<file path="config.mk">
export PLATFORM = sky130hd
export DESIGN_NAME = sound_priority_arbiter
export DESIGN_NICKNAME = d
export VERILOG_FILES = /design/src/rtl/sound_priority_arbiter.sv
export SDC_FILE = /design/constraint.sdc
export NUM_CORES = 1
export LEC_CHECK = 0
export CAP_MARGIN = 25
export CORE_MARGIN = 10
export CORE_UTILIZATION = 47
export DETAILED_ROUTE_END_ITERATION = 6
export PLACE_DENSITY_LB_ADDON = 0.25
export SYNTH_ARGS = -nofsm -noshare
export SYNTH_HDL_FRONTEND = slang
export SYNTH_SLANG_ARGS = --single-unit
</file>
<file path="constraint.sdc">
create_clock -name MCLK -period 4.23 [get_ports MCLK]
set_input_delay 1.0575 -clock MCLK [delete_from_list [all_inputs] [get_ports MCLK]]
set_output_delay 1.0575 -clock MCLK [all_outputs]
set_load 0.005 [all_outputs]
</file>
<file path="src/rtl/sound_priority_arbiter.sv">
// Sound-track arbiter: picks between prioritised game sound events and the
// background soundtrack, and drives the player's track select and restart strobe.
module sound_priority_arbiter #(
  parameter int                NUM_CH       = 4,
  parameter int                SEL_W        = 4,
  parameter logic [NUM_CH-1:0] ONESHOT_MASK = 4'b0111,
  parameter bit                PEND_EN      = 1'b1,
  parameter bit                RETRIGGER    = 1'b1,
  parameter int                Y_W          = 10,
  parameter int                BG_THRESHOLD = 256,
  localparam int               AW           = (NUM_CH > 1) ? $clog2(NUM_CH) : 1
) (
  input  logic              MCLK,
  input  logic              reset,
  input  logic              enable,
  input  logic [NUM_CH-1:0] req,
  input  logic [NUM_CH-1:0] kill,
  input  logic              track_ended,
  input  logic [Y_W-1:0]    level_y,
  output logic [SEL_W-1:0]  select,
  output logic              new_trackN,
  output logic              busy,
  output logic [AW-1:0]     active_ch
);

  localparam logic [SEL_W-1:0] SEL_SILENCE = SEL_W'(NUM_CH + 1);

  typedef enum logic [1:0] {ST_IDLE, ST_BG, ST_PLAY} state_t;

  state_t            state_q, state_d;
  logic [AW-1:0]     cur_q, cur_d;
  logic [NUM_CH-1:0] pend_q, pend_d;
  logic [NUM_CH-1:0] cand, cand_x, cur_oh, latch;
  logic              win_any, winx_any;
  logic [AW-1:0]     win_idx, winx_idx;
  logic              bg_on, ended, restart;
  logic [SEL_W-1:0]  sel_d;

  // Candidate sets and their highest-priority members; cand_x excludes the
  // playing channel so a channel that just ended cannot re-grant itself.
  always_comb begin
    cur_oh   = NUM_CH'(1) << cur_q;
    cand     = req | pend_q;
    cand_x   = cand & ~cur_oh;
    win_any  = 1'b0;
    win_idx  = '0;
    winx_any = 1'b0;
    winx_idx = '0;
    for (int unsigned i = NUM_CH; i > 0; i--) begin
      if (cand[i-1]) begin
        win_any = 1'b1;
        win_idx = AW'(i - 1);
      end
      if (cand_x[i-1]) begin
        winx_any = 1'b1;
        winx_idx = AW'(i - 1);
      end
    end
    bg_on = 32'(level_y) >= 32'(BG_THRESHOLD);
    ended = ONESHOT_MASK[cur_q] ? track_ended : (kill[cur_q] | ~req[cur_q]);
  end

  // Next-state, pending-latch and next-select decision.
  always_comb begin
    state_d = state_q;
    cur_d   = cur_q;
    restart = 1'b0;
    if (!enable) begin
      state_d = ST_IDLE;
    end else begin
      unique case (state_q)
        ST_IDLE, ST_BG: begin
          if (win_any) begin
            state_d = ST_PLAY;
            cur_d   = win_idx;
          end else begin
            state_d = bg_on ? ST_BG : ST_IDLE;
          end
        end
        ST_PLAY: begin
          if (win_any && (win_idx < cur_q)) begin
            cur_d = win_idx;
          end else if (ended) begin
            if (winx_any) begin
              cur_d = winx_idx;
            end else begin
              state_d = bg_on ? ST_BG : ST_IDLE;
            end
          end else if (RETRIGGER && ONESHOT_MASK[cur_q] && req[cur_q]) begin
            restart = 1'b1;
          end
        end
        default: state_d = ST_IDLE;
      endcase
    end
    if (state_d != ST_PLAY) cur_d = '0;

    // Requests on the playing channel are never latched (retrigger or drop).
    latch = req & ONESHOT_MASK;
    if (state_q == ST_PLAY) latch = latch & ~cur_oh;
    pend_d = pend_q | latch;
    if (state_d == ST_PLAY) pend_d = pend_d & ~(NUM_CH'(1) << cur_d);
    if (!enable || !PEND_EN) pend_d = '0;

    unique case (state_d)
      ST_BG:   sel_d = '0;
      ST_PLAY: sel_d = SEL_W'(cur_d) + SEL_W'(1);
      default: sel_d = SEL_SILENCE;
    endcase
  end

  // State, pending flags and registered player outputs.
  always_ff @(posedge MCLK or posedge reset) begin
    if (reset) begin
      state_q    <= ST_IDLE;
      cur_q      <= '0;
      pend_q     <= '0;
      select     <= SEL_SILENCE;
      new_trackN <= 1'b1;
      busy       <= 1'b0;
      active_ch  <= '0;
    end else begin
      state_q    <= state_d;
      cur_q      <= cur_d;
      pend_q     <= pend_d;
      select     <= sel_d;
      new_trackN <= ~((sel_d != select) | restart);
      busy       <= (state_d == ST_PLAY);
      active_ch  <= cur_d;
    end
  end

endmodule

</file>
# Word level (Yosys, flattened, before mapping)
# Cells that the tools add are included.
word_totals:
  register_bits: 14
  inputBits: 22
op_classes:
  muxes: 46
  n_addsub: 1
  n_lt_le_gt_ge: 3
  n_bitwise: 11
  shift: 2
  n_eq_ne: 6
  n_reduce_logical: 4
ops:
  columns: ["op", "count"]
  rows:
  - ["2-to-1 mux 2 bit", 19]
  - ["2-to-1 mux 1 bit", 18]
  - ["2-to-1 mux 4 bit", 3]
  - [">= comparator 10 x 9 -> 1 bit (second input constant)", 1]
  - ["AND 4 bit", 2]
  - ["inverter 4 bit", 2]
  - ["bitwise OR 4 bit", 2]
  - ["one-hot mux 2 bit (2 select lines)", 2]
  - ["left shift 1 x 2 -> 4 bit (first input constant)", 2]
  - ["binary-select mux 1 bit (select 2 bit)", 3]
  - ["one-hot mux 3 bit (2 select lines)", 1]
  - ["AND 3 x 4 -> 4 bit", 1]
  - ["== test 2 x 1 -> 1 bit (second input constant)", 2]
  - ["== test 2 bit (second input constant)", 2]
  - ["!= test 4 bit", 1]
  - ["adder 2 x 1 -> 3 bit (second input constant)", 1]
  - ["< comparator 2 x 3 -> 1 bit (second input constant)", 1]
  - ["logical AND 1 bit", 2]
  - ["logical NOT 2 bit", 1]
  - ["< comparator 2 bit", 1]
  - ["!= test 2 bit (second input constant)", 1]
  - ["inverter 1 bit", 2]
  - ["bitwise OR 1 bit", 2]
  - ["OR reduction 2 bit", 1]

# Longest topological paths before layout
depth:
  word_depth: 19
  mapped_depth: 20

# Worst setup path before layout
# OpenSTA, ideal clock, no wires.
synth_path:
  path_kind: "input to register"
  startpoint: "input req[2]"
  endpoint: "register new_trackN"
  cell_stages: 17
  n_path_buf: 1
  setup_ns: 0.061
  required_ns: 4.169
  path_slack_ns: -0.072
  t_arrival_ns: 4.241
  path_cell_list: "nor4_1 -> nor2_1 -> ha_1 -> a21oi_1 -> o32a_1 -> a21o_1 -> and2_1 -> ha_1 -> clkbuf_1 -> o21ai_0 -> a21oi_1 -> ha_1 -> nor3b_1 -> xnor2_1 -> nand2_1 -> a311oi_1 -> mux2_1"
synth_via:
  elab_chain_cells: 17
  elab_cells_between_ends: 48
  cone_classes: "add/sub: 1; order compare: 1; eq/ne: 4; mux: 34; bitwise: 6; reduce/logical: 2"
synth_rtl:
  columns: ["element", "line_no", "rtl"]
  rows:
  - ["start: declaration", "16", "input logic [NUM_CH-1:0] req,"]
  - ["bitwise OR 4 bit", "43", "cand = req | pend_q;"]
  - ["AND 4 bit", "44", "cand_x = cand & ~cur_oh;"]
  - ["2-to-1 mux 1 bit (3 in series)", "54", "if (cand_x[i-1]) begin"]
  - ["2-to-1 mux 2 bit", "84", "if (winx_any) begin"]
  - ["2-to-1 mux 2 bit", "83", "end else if (ended) begin"]
  - ["2-to-1 mux 2 bit", "81", "if (win_any && (win_idx < cur_q)) begin"]
  - ["one-hot mux 2 bit (2 select lines) *", "71", "unique case (state_q)"]
  - ["2-to-1 mux 2 bit *", "68", "if (!enable) begin"]
  - ["net state_d[1]", "30", "state_t state_q, state_d;"]
  - ["[1 not listed]", null, null]
  - ["2-to-1 mux 2 bit *", "96", "if (state_d != ST_PLAY) cur_d = '0;"]
  - ["net cur_d[0]", "31", "logic [AW-1:0] cur_q, cur_d;"]
  - ["adder 2 x 1 -> 3 bit *", "107", "ST_PLAY: sel_d = SEL_W'(cur_d) + SEL_W'(1);"]
  - ["one-hot mux 3 bit (2 select lines) *", "105", "unique case (state_d)"]
  - ["net sel_d[1]", "37", "logic [SEL_W-1:0] sel_d;"]
  - ["!= test 4 bit *", "127", "new_trackN <= ~((sel_d != select) | restart);"]
  - ["bitwise OR 1 bit *", "127", null]
  - ["inverter 1 bit *", "127", null]
  - ["end signal: assignment", "127", null]
  - ["end: declaration", "21", "output logic new_trackN,"]
# The timed path passes the listed nets; every way through them passes the cells marked *. The select of a mux whose other input is x is not followed.

# Worst setup path after layout
layout_path:
  startpoint: "input req[3]"
  endpoint: "register new_trackN"
layout_via:
  elab_chain_cells: 18
  elab_cells_between_ends: 52
  cone_classes: "add/sub: 1; order compare: 1; eq/ne: 4; mux: 38; bitwise: 6; reduce/logical: 2"
layout_rtl:
  columns: ["element", "line_no"]
  rows:
  - ["bitwise OR 4 bit", "43"]
  - ["AND 4 bit", "44"]
  - ["2-to-1 mux 1 bit (4 in series)", "54"]
  - ["2-to-1 mux 2 bit", "84"]
  - ["2-to-1 mux 2 bit", "83"]
  - ["2-to-1 mux 2 bit", "81"]
  - ["one-hot mux 2 bit (2 select lines)", "71"]
  - ["2-to-1 mux 2 bit", "68"]
  - ["!= test 2 bit", "96"]
  - ["2-to-1 mux 2 bit", "96"]
  - ["adder 2 x 1 -> 3 bit", "107"]
  - ["one-hot mux 3 bit (2 select lines) *", "105"]
  - ["net sel_d[1]", "37"]
  - ["!= test 4 bit *", "127"]
  - ["bitwise OR 1 bit *", "127"]
  - ["inverter 1 bit *", "127"]
# Marked as above.

==> run_results.csv <==
group,metric,value,unit
outcome,result_of_the_run,"completed",
global_route,global_route_wire_length_before_repair,5870,µm
yosys,synthesis.yosys.warnings,0,
routing,drt-pass1-iter-count,4,
floorplanning,row_count,16,
yosys,asyncSetResetFlopFracSynth,1.00,
cts,tritoncts,"built",
global_route,grt.total_usage,0.167,
critical_path,critical_path.most_common_cell,"buf_4",
yosys,distinct_cell_type_count_after_synthesis,49,
yosys,synth-main-ff-cell,"dfrtp_1",
routing,detail_route.iter0.violations,122,
timing,max_freq,246,MHz
global_route,antenna_found_initial,0,
cts,tritoncts.num_buffers,3,
power_and_ir_drop,power.leakage,0.769,nW
timing,finalSetupViolations,0,
yosys,synthesis.area,0.00103,mm²
placed_design,post-dp-hpwl,2460,µm
yosys,synth_area_leaders,"dfrtp_1 24%, ha_1 8.5%, dfstp_2 7.6%",
floorplanning,chipHeight,66.9,µm
timing,hold_violations,0,
cts,clkSlewWorstSetupHoldPaths,0.09,ns
routing,drc_errors,0,
critical_path,sequence_of_cells_on_the_critical_path,"clkdlybuf4s15_1 > nor4_4 > buf_4 > buf_4 > buf_4 > buf_4 > buf_4 > or4_1 > o2111a_1 > o21ai_2 > o211ai_1 > ha_1 > nor3b_2 > xnor2_1 > nand2_1 > a311oi_2 > mux2_4",
finish,instances_no_fill,212,
routing,avgViaCountPerCell,5.82,
timing,report.final.slew_viol_count,0,
routing,wl_met3,222,µm
finish,synthToLayoutAreaGrowth,61.4,%
floorplanning,core,0.00202,mm²
routing,routed_wirelength,3600,µm
critical_path,crit_type,"in -> reg",
global_route,overflow,0,
yosys,seq_area_frac_synth,0.318,
timing,post-route-min-period,4.07,ns
finish,most_common_cell_after_layout_fill_and_taps_aside,"buf_4",
finish,post-route-util,0.826,
timing,timing.final.crit_share,0.961,
power_and_ir_drop,vdd.ir_drop.worst,0.330,mV
floorplanning,floorplan.initialDensity,0.512,
cts,cts_max_path_buffers,2,
yosys,synth_area_per_cell,8.34,µm²
finish,design_area,0.00167,mm²
routing,routed-wl-met2,1850,µm
worst_hold_path,hold_class,"reg -> reg",
cts,cts_root_buf,"clkbuf_4",
finish,leading_cell_types_in_the_layout_fill_and_taps_excluded,"45 x buf_4, 13 x clkdlybuf4s50_1, 11 x nand2_1, 10 x dfrtp_1",
critical_path,crit_path_depth,17,
yosys,postSynthCellCount,124,
power_and_ir_drop,powerDensity,340,mW/mm²
yosys,netlist.top_cell.by_area,"dfrtp_1",
yosys,synth_top_area_frac,0.242,
routing,routed-via-count,1233,
routing,antenna_violating_nets_post_route,0,
timing,remaining_max_slew_budget_at_the_tightest_pin,0.640,
finish,antenna_cells_inserted,0,
global_route,first_global_vias,1272,
finish,drive_above_1_share,0.438,
yosys,synth_fp_nets,153,
floorplanning,design.die.area,0.00448,mm²
yosys,ys_seq_elements,13,
critical_path,critical_path_buf_inv_count,6,
finish,design.final.nets,215,
routing,drt-wirelength-per-cell,17.0,µm
routing,highest_layer,"met4",
critical_path,cp_data_arrival_time,4.31,ns
critical_path,longest_individual_stage_delay_on_the_worst_path,0.51,ns
worst_hold_path,hold-path-cell-count,2,
routing,detail_route.wirelength.met1,1360,µm
critical_path,element_type_at_the_critical_path_end,"flip-flop",
cts,cts.sink_count,13,
floorplanning,die-width,66.9,µm
critical_path,timing.critical_path.max_delay_family,"simple AND/OR/NAND/NOR gates",
placed_design,portBuffers,17,
critical_path,worst-path-max-fanout,2,
cts,clock_latency_on_the_worst_skew_pair,0.29,ns
critical_path,r2r_setup_slack,0.54,ns
finish,fillers,119,
timing,max_slew.worst_pin.slew,0.538,ns
cts,maximum_level_of_the_cts_h_tree,1,
global_route,maximum_number_of_pins_on_one_net_before_global_route_repair,18,
critical_path,worst_path_max_delay_cell,"or4_1",
yosys,synth_edf_count,0,
critical_path,length_in_cells_of_the_worst_reg_to_reg_path,16,
critical_path,crit_start_category,"input port",
job,drv_cap,0,
placed_design,finalWeightedCongestion,0.940,
placed_design,numPlacedInstances,190,
timing,finClkSkew,0.00218,ns
placed_design,post_dp_cell_area,0.00142,mm²
floorplanning,top_ports,30,
critical_path,worst_ep_required_time,4.47,ns
==> worst reg2reg max path, cell delays in order (launching register included) <==
cell and delay (ns):
dfrtp_1 0.47, nor4_4 0.33, nor2_2 0.07, ha_2 0.34, a21oi_4 0.06, o32a_1 0.31
a21o_1 0.18, and2_4 0.18, ha_4 0.16, buf_4 0.13, o211ai_1 0.11, ha_1 0.28
nor3b_2 0.23, xnor2_1 0.14, nand2_1 0.13, a311oi_2 0.32, mux2_4 0.20
==> Yosys cell counts, types with 2 or more instances <==
master,count
o211ai_1,2
nor3b_1,3
xnor2_1,2
dfstp_2,3
and2_1,2
dfrtp_1,10
clkbuf_1,2
a311oi_1,2
nor4_1,2
a21oi_1,9
nor2_1,10
a21o_1,2
o21ai_1,5
o21ai_0,3
nor3_1,3
nand2_1,15
nand3_1,4
inv_1,6
ha_1,7
nand2b_1,2
o311a_1,2
==> layer usage <==
metal | global-route usage | up-vias
li1 | - | 577
met1 | 0.174 | 573
met2 | 0.288 | 66
met3 | 0.0368 | 17
met4 | 0.118 | 0
met5 | 0 | -
==> kinds of logic after synthesis <==
logic type | after synthesis | synth area share
flip-flops | 13 | 0.318
adder cells (fa/ha/maj) | 8 | 0.0955
other | 1 | 0.00362
XOR/XNOR | 2 | 0.0169
AND/OR/NAND/NOR | 47 | 0.222
AO/OA/AOI/OAI | 39 | 0.271
buffers and inverters | 12 | 0.0520
multiplexers | 2 | 0.0206
==> registers in the layout, indices dropped and copies added, names as in the netlist <==
signal	cells
pend_q	4
cur_q	2
state_q	2
new_trackN	1
select	3
busy	1
==> where the power goes <==
group	total (W)	switching (W)	leakage, nW	internal [W]
Combinational	0.000308	0.000137	0.589	0.000171
Clock	0.0000827	0.0000475	0.0177	0.0000352
Sequential	0.000177	0.0000262	0.163	0.000151
==> through the flow <==
stage / power, W / TNS (ns) / setup WS (ns) / hold slack [ns]
floorplan: 0.000296 / 0 / 0.0546 / 0.540
global placement: 0.000404 / -0.502 / -0.500 / 0.566
detailed placement: 0.000417 / -0.905 / -0.752 / 0.572
CTS: 0.000536 / 0 / 0.0333 / 0.592
global route: 0.000605 / -0.0171 / -0.0171 / 0.611
finish: 0.000568 / 0 / 0.163 / 0.598
==> worst paths after layout <==
kind,from,end
worst max register to register,pend_q[2],new_trackN
worst min register to register,pend_q[1],pend_q[1]
max in group asynchronous,reset,new_trackN
worst min-delay path,pend_q[1],pend_q[1]
worst max-delay path,req[3],new_trackN
min in group asynchronous,reset,busy
==> what timing repair did <==
item,4_1_cts,5_1_grt
pin swaps,14,17
setup endpoints to repair,1,1
hold buffers,0,0
setup buffers,16,2
cloned,0,0
resized for setup,12,24
==> layout make-up <==
type / instances / area [µm²] / share of cell area
inverters: 7 / 26.3 / 0.0157
flip-flops and latches: 13 / 329 / 0.197
repair buffers: 62 / 493 / 0.295
clock buffers: 3 / 22.5 / 0.0135
multi-input cells: 99 / 761 / 0.455
clock inverters: 1 / 5.00 / 0.00300
well taps: 27 / 33.8 / 0.0202
Power figures use the tool's default switching activity.
